==> config.mk <==
export PLATFORM = sky130hd
export DESIGN_NAME = led_sequencer
export DESIGN_NICKNAME = d
export VERILOG_FILES = /design/src/rtl/led_sequencer.sv
export SDC_FILE = /design/constraint.sdc
export NUM_CORES = 1
export LEC_CHECK = 0
export CELL_PAD_IN_SITES_DETAIL_PLACEMENT = 1
export CELL_PAD_IN_SITES_GLOBAL_PLACEMENT = 2
export CORE_UTILIZATION = 38
export CTS_CLUSTER_SIZE = 8
export DETAILED_ROUTE_END_ITERATION = 16
export GPL_ROUTABILITY_DRIVEN = 0
export PLACE_DENSITY_LB_ADDON = 0.1
export SYNTH_ARGS = -nofsm -noshare
export SYNTH_HDL_FRONTEND = slang
export SYNTH_SLANG_ARGS = --single-unit
export TNS_END_PERCENT = 30
==> constraint.sdc <==
create_clock -name clk -period 4.8 [get_ports clk]
set_input_delay 0.96 -clock clk [delete_from_list [all_inputs] [get_ports clk]]
set_output_delay 0.96 -clock clk [all_outputs]
set_load 0.005 [all_outputs]
==> src/rtl/led_sequencer.sv <==
// Command-driven LED pattern sequencer: BLINK, CHASE or COUNT patterns advanced on a
// programmable tick, for a fixed number of steps or forever.
module led_sequencer #(
  parameter int unsigned PERIOD_W = 16,
  parameter int unsigned STEPS_W  = 8
) (
  input  logic                clk,
  input  logic                rst_n,
  input  logic                cmd_valid,
  output logic                cmd_ready,
  input  logic [1:0]          cmd_mode,
  input  logic [PERIOD_W-1:0] cmd_period,
  input  logic [STEPS_W-1:0]  cmd_steps,
  output logic [4:0]          leds,
  output logic                tick_out,
  output logic                done,
  output logic                busy
);

  typedef enum logic [1:0] {StIdle, StLoad, StRun} state_e;

  localparam logic [1:0] ModeOff   = 2'd0;
  localparam logic [1:0] ModeBlink = 2'd1;
  localparam logic [1:0] ModeChase = 2'd2;
  localparam logic [1:0] ModeCount = 2'd3;

  state_e                state;
  logic [1:0]            mode_q;
  logic [PERIOD_W-1:0]   period_q;
  logic [PERIOD_W-1:0]   prescaler;
  logic [STEPS_W-1:0]    step_cnt;
  logic                  finite_q;
  logic                  accept;
  logic                  tick_hit;
  logic [4:0]            init_leds;
  logic [4:0]            next_leds;

  assign cmd_ready = (state != StLoad);
  assign busy      = (state != StIdle);
  assign accept    = cmd_valid && cmd_ready;
  assign tick_hit  = (state == StRun) && (prescaler == period_q);

  always_comb begin
    init_leds = 5'b00000;
    next_leds = leds;
    unique case (mode_q)
      ModeOff:   begin init_leds = 5'b00000; next_leds = leds; end
      ModeBlink: begin init_leds = 5'b00000; next_leds = ~leds; end
      ModeChase: begin init_leds = 5'b00001; next_leds = {leds[3:0], leds[4]}; end
      ModeCount: begin init_leds = 5'b00000; next_leds = leds + 5'd1; end
    endcase
  end

  always_ff @(posedge clk or negedge rst_n) begin
    if (!rst_n) begin
      state     <= StIdle;
      mode_q    <= ModeOff;
      period_q  <= '0;
      prescaler <= '0;
      step_cnt  <= '0;
      finite_q  <= 1'b0;
      leds      <= 5'b00000;
      tick_out  <= 1'b0;
      done      <= 1'b0;
    end else begin
      tick_out <= 1'b0;
      done     <= 1'b0;
      // A newly accepted command takes priority over any tick due on this edge.
      if (accept) begin
        prescaler <= '0;
        if (cmd_mode == ModeOff) begin
          state    <= StIdle;
          leds     <= 5'b00000;
          step_cnt <= '0;
          finite_q <= 1'b0;
        end else begin
          state    <= StLoad;
          mode_q   <= cmd_mode;
          period_q <= cmd_period;
          step_cnt <= cmd_steps;
          finite_q <= (cmd_steps != '0);
        end
      end else begin
        unique case (state)
          StIdle: ;
          StLoad: begin
            state     <= StRun;
            prescaler <= '0;
            leds      <= init_leds;
          end
          StRun: begin
            if (tick_hit) begin
              prescaler <= '0;
              leds      <= next_leds;
              tick_out  <= 1'b1;
              if (finite_q) begin
                step_cnt <= step_cnt - STEPS_W'(1);
                if (step_cnt == STEPS_W'(1)) begin
                  state <= StIdle;
                  done  <= 1'b1;
                end
              end
            end else begin
              prescaler <= prescaler + PERIOD_W'(1);
            end
          end
          default: state <= StIdle;
        endcase
      end
    end
  end

endmodule

==> results of run 1 <==
[metal layers]
metal	part of all wire (%)	vias to the layer above	track usage (%)
li1	-	1107	-
met1	46	1128	25.17
met2	50	31	33.93
met3	2.9	6	3.047
met4	0.94	0	4.329
met5	0	-	0
[path summary, 6_finish.rpt]
kind	endpoint	startpoint	slack [ns]	cells past startpoint
setup / recovery	step_cnt[0]	cmd_valid	1.78	7
hold / removal	period_q[2]	period_q[2]	0.53	1
setup reg to reg	prescaler[15]	state[1]	2.26	6
hold reg to reg	period_q[2]	period_q[2]	0.53	1
max in group asynchronous	leds[0]	rst_n	3.56	2
min in group asynchronous	leds[2]	rst_n	0.76	2
[metrics by stage]
| step | hold slack, ns | utilization [%] | total power [mW] | cell area, µm² |
|---|---|---|---|---|
| after floorplan | 0.4871 | - | 0.7333 | 2884 |
| after detailed placement | 0.5166 | 45.64 | 0.8375 | 3328 |
| after CTS | 0.5412 | 47.12 | 1.149 | 3436 |
| after global placement | 0.5043 | 45.64 | 0.8296 | 3328 |
| final | 0.5336 | 47.12 | 1.129 | 3436 |
| after global routing | 0.5610 | 47.12 | 1.198 | 3436 |
[power groups by stage]
stage / Sequential (mW) / Clock, mW / Combinational, mW
2_1_floorplan: 0.538 / 0 / 0.195
4_1_cts: 0.554 / 0.318 / 0.276
3_3_place_gp: 0.561 / 0 / 0.269
3_5_place_dp: 0.563 / 0 / 0.275
5_1_grt: 0.565 / 0.332 / 0.302
6_report: 0.554 / 0.305 / 0.270
[flip-flops by register name (all words and copies together) (netlist names)]
register and cells:
prescaler 16, done 1, period_q 16, state 2, leds 5, step_cnt 8, finite_q 1, tick_out 1
mode_q 2
[area by class of cell]
class                      instances  share of cell area (%)
tap                               99                   3.605
clock buffer                       6                   2.112
multi-input combinational        217                   43.23
clock inverter                     2                   1.020
inverter                          10                   1.092
timing repair buffer              39                   11.07
sequential                        52                   37.87
[cell usage after synthesis, drive strengths merged (5+ instances only)]
master	count	area, µm²
a21oi	11	55.05
and4	5	46.30
buf	6	36.28
clkbuf	7	26.28
dfrtp	52	1301
inv	10	37.54
mux2	20	225.2
nand2	31	116.4
nand3	7	35.03
nand4	14	87.58
nor2	32	120.1
nor3	11	66.32
o21ai	11	55.05
o311a	5	50.05
xnor2	11	96.34
xor2	14	122.6
[cells by family (layout without fill, tap and decap cells)]
| logic type | count (synthesis) | count (layout) | share of synthesized area [%] |
|---|---|---|---|
| AOI/OAI and AO/OA | 44 | 44 | 11.32 |
| xor gates and xnor gates | 25 | 25 | 7.592 |
| muxes | 22 | 22 | 8.503 |
| adders and majority gates | 4 | 4 | 1.735 |
| and+or+nand+nor | 122 | 122 | 22.26 |
| buffers and inverters | 23 | 57 | 3.471 |
| DFF | 52 | 52 | 45.12 |
==> results.md, run 1 <==
* Ports at 38
* Final WL at 6933 µm
* # hold bufs at CTS at 0
* Post-route ant nets at 0
* Final #Nets at 358
* DP Worst Slack at 1.396 ns
* Worst path slowest cell: nor2_2
* Final setup viols at 0
* Routed vias/inst at 5.346
* Layout area overhead at 19.13%
* Cells after DPL at 417
* Worst Path Required at around 5 ns
* Drt first pass iters at 4
* Fin. Hold Viols at 0
* Flops & latches, synth at 52
* Fin. max-slew vios at 0
* IO Port Bufs at 37
* Setup TNS at 0 ns
* CP most frequent cell: nand2_1
* TritonCTS clock tree: built
* Clk slew on worst S/H paths at 0.10 ns
* Most frequent cells in the layout: dfrtp_1, clkdlybuf4s50_1, nand2_1, nor2_1, mux2_2
* FMAX at 330.7 MHz
* Vias in the first global route at around 2,300
* Worst Setup Slack, final at 1.776 ns
* Area occupied by multi-input gates at 1485 µm²
* DRC violations left at 0
* Biggest cell delay along the critical path at 0.64 ns
* CTS Sinks at 52
* NetSw at approximately 0.35 mW
* Commonest non-fill, non-tap cell in the layout: dfrtp_1
* Grt ovf at 0
* Syn_nets at 325
* Power per Cell Area at 328.5 nW/µm²
* Global-route wire length before repair at between 10,000 and 15,000 µm
* PostCTS Resize Cnt at 0
* Clock Tree Buf Depth at 2
* Status: finished clean
* Part of the power in combinational logic at 23.9%
* Min-delay worst type: flop to flop
* Final period util at between 60% and 70%
* Max-cap violations at 0
* Die Area at 7941 µm²
* Wire length per cell at 16.31 µm
* RSZ-0062 raised after global routing: no
* Setup Skew at 0.007507 ns
* Leak at 1.420 nW
* Register area share after synthesis at 45.12%
* Final cell count without fillers at 425
* Peak fanout along the critical path at 16
* Min Tclk post-route at 3.024 ns
* CTS Buf Count at 5
* Worst path bufs/invs at 2
* Largest net degree at the start of global routing at 53
* Syn Std Cell Area at 2884 µm²
* Worst-Skew Late Latency at 0.31 ns
* H-tree depth at 2
* Final HPWL DP at 5030 µm
* Cell-internal power at just under 0.8 mW
* Filler Cell Count at 858
* DIE HEIGHT at 89.12 µm
* Die X at slightly below 90 µm
* Crit. End Element: flop
* Total number of vias at roughly 2,300
* Syn Inst Count at 292
* Initial Util at 39.55%
* Critical path class: input port to flop
* Core Area at about 7300 µm²
* CP top delay family: simple AND/OR/NAND/NOR gates
* Layout cells sized above 1 at 12.88%
* Post-synth EDFFs at 0
* Distinct cells, synth at 49
* CP arrival at 3.24 ns
* Clock power share at 27.0%
* Syn. warnings at 0
* Ys flop type: dfrtp_1
* Drt first-iter violations at 72
* Sw frac at 30.66%
* Startpoint Class: input port
* Setup bufs post-CTS at 0
* Async SR Flop Fraction at 100.0%
* Register share of total power at 49.0%
* Mean Syn Cell Area at 9.877 µm²
* Slew HR at 39.90%
* CTS Root Cell: clkbuf_8
* Initial antenna violation count at 0
* Storage element area at 1301 µm²
* CP Cell Sequence: clkdlybuf4s50_1, nand2_1, nor2_2, buf_4, nand2_1, and3_1, a211oi_1
* Row count at 31
* Inserted Diodes at 0
* GRT Resource Usage Total at approximately a fifth
* VDD IR max at 0.0001156 V
* Worst Max-Slew Pin Slew at 0.8946 ns
Note: power is estimated with default switching activity, not from simulation.
==> inputs of run 2 (changes only) <==
--- a/config.mk
+++ b/config.mk
@@ -7,7 +7,7 @@
 export LEC_CHECK = 0
 export CELL_PAD_IN_SITES_DETAIL_PLACEMENT = 1
 export CELL_PAD_IN_SITES_GLOBAL_PLACEMENT = 2
-export CORE_UTILIZATION = 38
+export CORE_UTILIZATION = 35
 export CTS_CLUSTER_SIZE = 8
 export DETAILED_ROUTE_END_ITERATION = 16
 export GPL_ROUTABILITY_DRIVEN = 0
==> constraint.sdc (replaced) <==
create_clock -name clk -period 2.8 [get_ports clk]
set_input_delay 0.56 -clock clk [delete_from_list [all_inputs] [get_ports clk]]
set_output_delay 0.56 -clock clk [all_outputs]
set_load 0.005 [all_outputs]
==> run 2 against run 1 <==
  * Die area grew 8.4%
  * Clock power grew 100%
  * Register-to-register slack lost 1.8 ns
  * Worst hold slack lost 0.31 ns
  * Critical path type is now flop to flop
==> results.md, run 2 (synthesis results as in run 1) <==
* Biggest cell delay along the critical path at 0.48 ns (-0.16 ns)
* Vias in the first global route at 2,380 (+1.9%)
* Leak at 1.467 nW (+3.3%)
* Initial Util at 36.75% (-2.8 points)
* Power per Cell Area at 580.4 nW/µm² (+77%)
* DRC violations left at 0 (unchanged)
* CTS Sinks at 52 (unchanged)
* Status: finished clean
* Critical path class: flop to flop
* Slew HR at 57.96% (+18 points)
* IO Port Bufs at 37 (unchanged)
* DIE HEIGHT at 92.78 µm (+4.1%)
* R2R setup slack at 0.45 ns (-1.81 ns)
* Clock Tree Buf Depth at 2 (unchanged)
* Worst Max-Slew Pin Slew at 0.6306 ns (-0.2641 ns)
* Grt ovf at 0 (unchanged)
* PostCTS Resize Cnt at 0 (unchanged)
* CTS Root Cell: clkbuf_8
* Final setup viols at 0 (unchanged)
* VDD IR max at 0.0001907 V (+65%)
* Fin. max-slew vios at 0 (unchanged)
* Setup TNS at 0 ns (unchanged)
* Wire length per cell at 16.30 µm (about the same)
* Fin. Hold Viols at 0 (unchanged)
* Die Area at 8607 µm² (+8.4%)
* Setup Skew at 0.005556 ns (-0.001950 ns)
* Routed vias/inst at 5.313 (-0.61%)
* RSZ-0062 raised after global routing: no
* GRT Resource Usage Total at 17.76% (-1.6 points)
* # hold bufs at CTS at 0 (unchanged)
* TritonCTS clock tree: built
* Drt first pass iters at 6 (+2)
* Initial antenna violation count at 0 (unchanged)
* Post-route ant nets at 0 (unchanged)
* Total number of vias at 2,306 (+1.5%)
* Top Registers: period_q (16), prescaler (16), step_cnt (8)
* Final period util at 84.09%
* Crit. End Element: flop
* Commonest non-fill, non-tap cell in the layout: dfrtp_1
* Drt first-iter violations at 49 (-32%)
* Final WL at 7073 µm (+2.0%)
* Ports at 38 (unchanged)
* CP Cell Sequence: nor2b_2, o2111ai_1, nor3_1, nand4b_1, a211oi_2, mux2_2
* Worst-Skew Late Latency at 0.31 ns (about the same)
* Largest net degree at the start of global routing at 26 (-51%)
* Core Area at 7848 µm² (+7.6%)
* Row count at 32 (+3.2%)
* Inserted Diodes at 0 (unchanged)
* Final HPWL DP at 5217 µm (+3.7%)
* Worst Path Required at 3.00 ns (-2.02 ns)
* Setup bufs post-CTS at 0 (unchanged)
* Layout cells sized above 1 at 14.76% (+1.9 points)
* Global-route wire length before repair at 11,870 µm (+1.2%)
* FMAX at 424.7 MHz
* Total Power at 2.047 mW (+81%)
* Startpoint Class: flop
* Min-delay worst type: input port to async pin
* Most frequent cells in the layout: dfrtp_1, clkdlybuf4s50_1, nand2_1, nor2_1, mux2_2
* Layout area overhead at 22.26%
* Worst path slowest cell: a211oi_2
* CP arrival at 2.56 ns (-0.68 ns)
* Min Tclk post-route at 2.355 ns
* DP Worst Slack at 0.3919 ns (-1.004 ns)
* CTS Buf Count at 5 (unchanged)
* Die X at 92.78 µm (+4.1%)
* Clk slew on worst S/H paths at 0.10 ns (about the same)
* Peak fanout along the critical path at 5 (-11)
* Max-cap violations at 0 (unchanged)
* Final #Nets at 365 (+2.0%)
* Worst Setup Slack, final at 0.4454 ns (-1.331 ns)
* H-tree depth at 2 (unchanged)
==> run 2: changes by cell type in the layout (fill, tap and decap cells not counted), sizes merged <==
| cell | delta |
|---|---|
| buf | +7 |
| bufinv | +1 |
| clkbuf | -1 |
| clkinv | -1 |
==> run 2: final cells by class <==
class                           instances  area [µm²]
Tap cell                              102       127.6
Multi-Input combinational cell        217        1485
Fill cell                             917        4322
Sequential cell                        52        1301
Clock buffer                            5       68.82
Timing Repair Buffer                   46       445.4
Inverter                               10       37.54
Clock inverter                          2       60.06
==> run 2: layer usage <==
layer	vias to the layer above	GRT usage, %	share of wire (%)
li1	1119	-	-
met1	1147	23.09	47
met2	32	30.21	49
met3	8	2.627	2.5
met4	0	5.769	1.8
met5	-	0	0
==> run 2: critical path, delay by kind of cell, from the launching register on <==
kind | cells | cell delay (ns)
and+or+nand+nor | 3 | 0.81
AOI/OAI and AO/OA | 2 | 0.65
DFF | 1 | 0.41
muxes | 1 | 0.39
==> run 2: path summary, 6_finish.rpt <==
kind,start,cells after the start,end
worst max-delay path,state[1],6,leds[3]
worst min-delay path,rst_n,1,state[0]
worst max register to register,state[1],6,leds[3]
worst min register to register,period_q[9],1,period_q[9]
max in group asynchronous,rst_n,2,period_q[14]
min in group clk,period_q[9],1,period_q[9]
==> run 2: power by group <==
group	total, mW	internal, mW	switching, mW
clock network	0.613	0.352	0.260
logic	0.484	0.248	0.236
registers	0.950	0.842	0.108
total	2.05	1.44	0.604
==> run 2: through the flow <==
| stage | instances | util, % | area [µm²] | hold WS [ns] |
|---|---|---|---|---|
| 6_report | 434 | 44.93 | 3526 | 0.2207 |
| 3_3_place_gp | 427 | 43.29 | 3397 | 0.5109 |
| 3_5_place_dp | 427 | 43.29 | 3397 | 0.5182 |
| 4_1_cts | 434 | 44.93 | 3526 | 0.2346 |
| 5_1_grt | 434 | 44.93 | 3526 | 0.2688 |
| 2_1_floorplan | 292 | - | 2884 | 0.2644 |
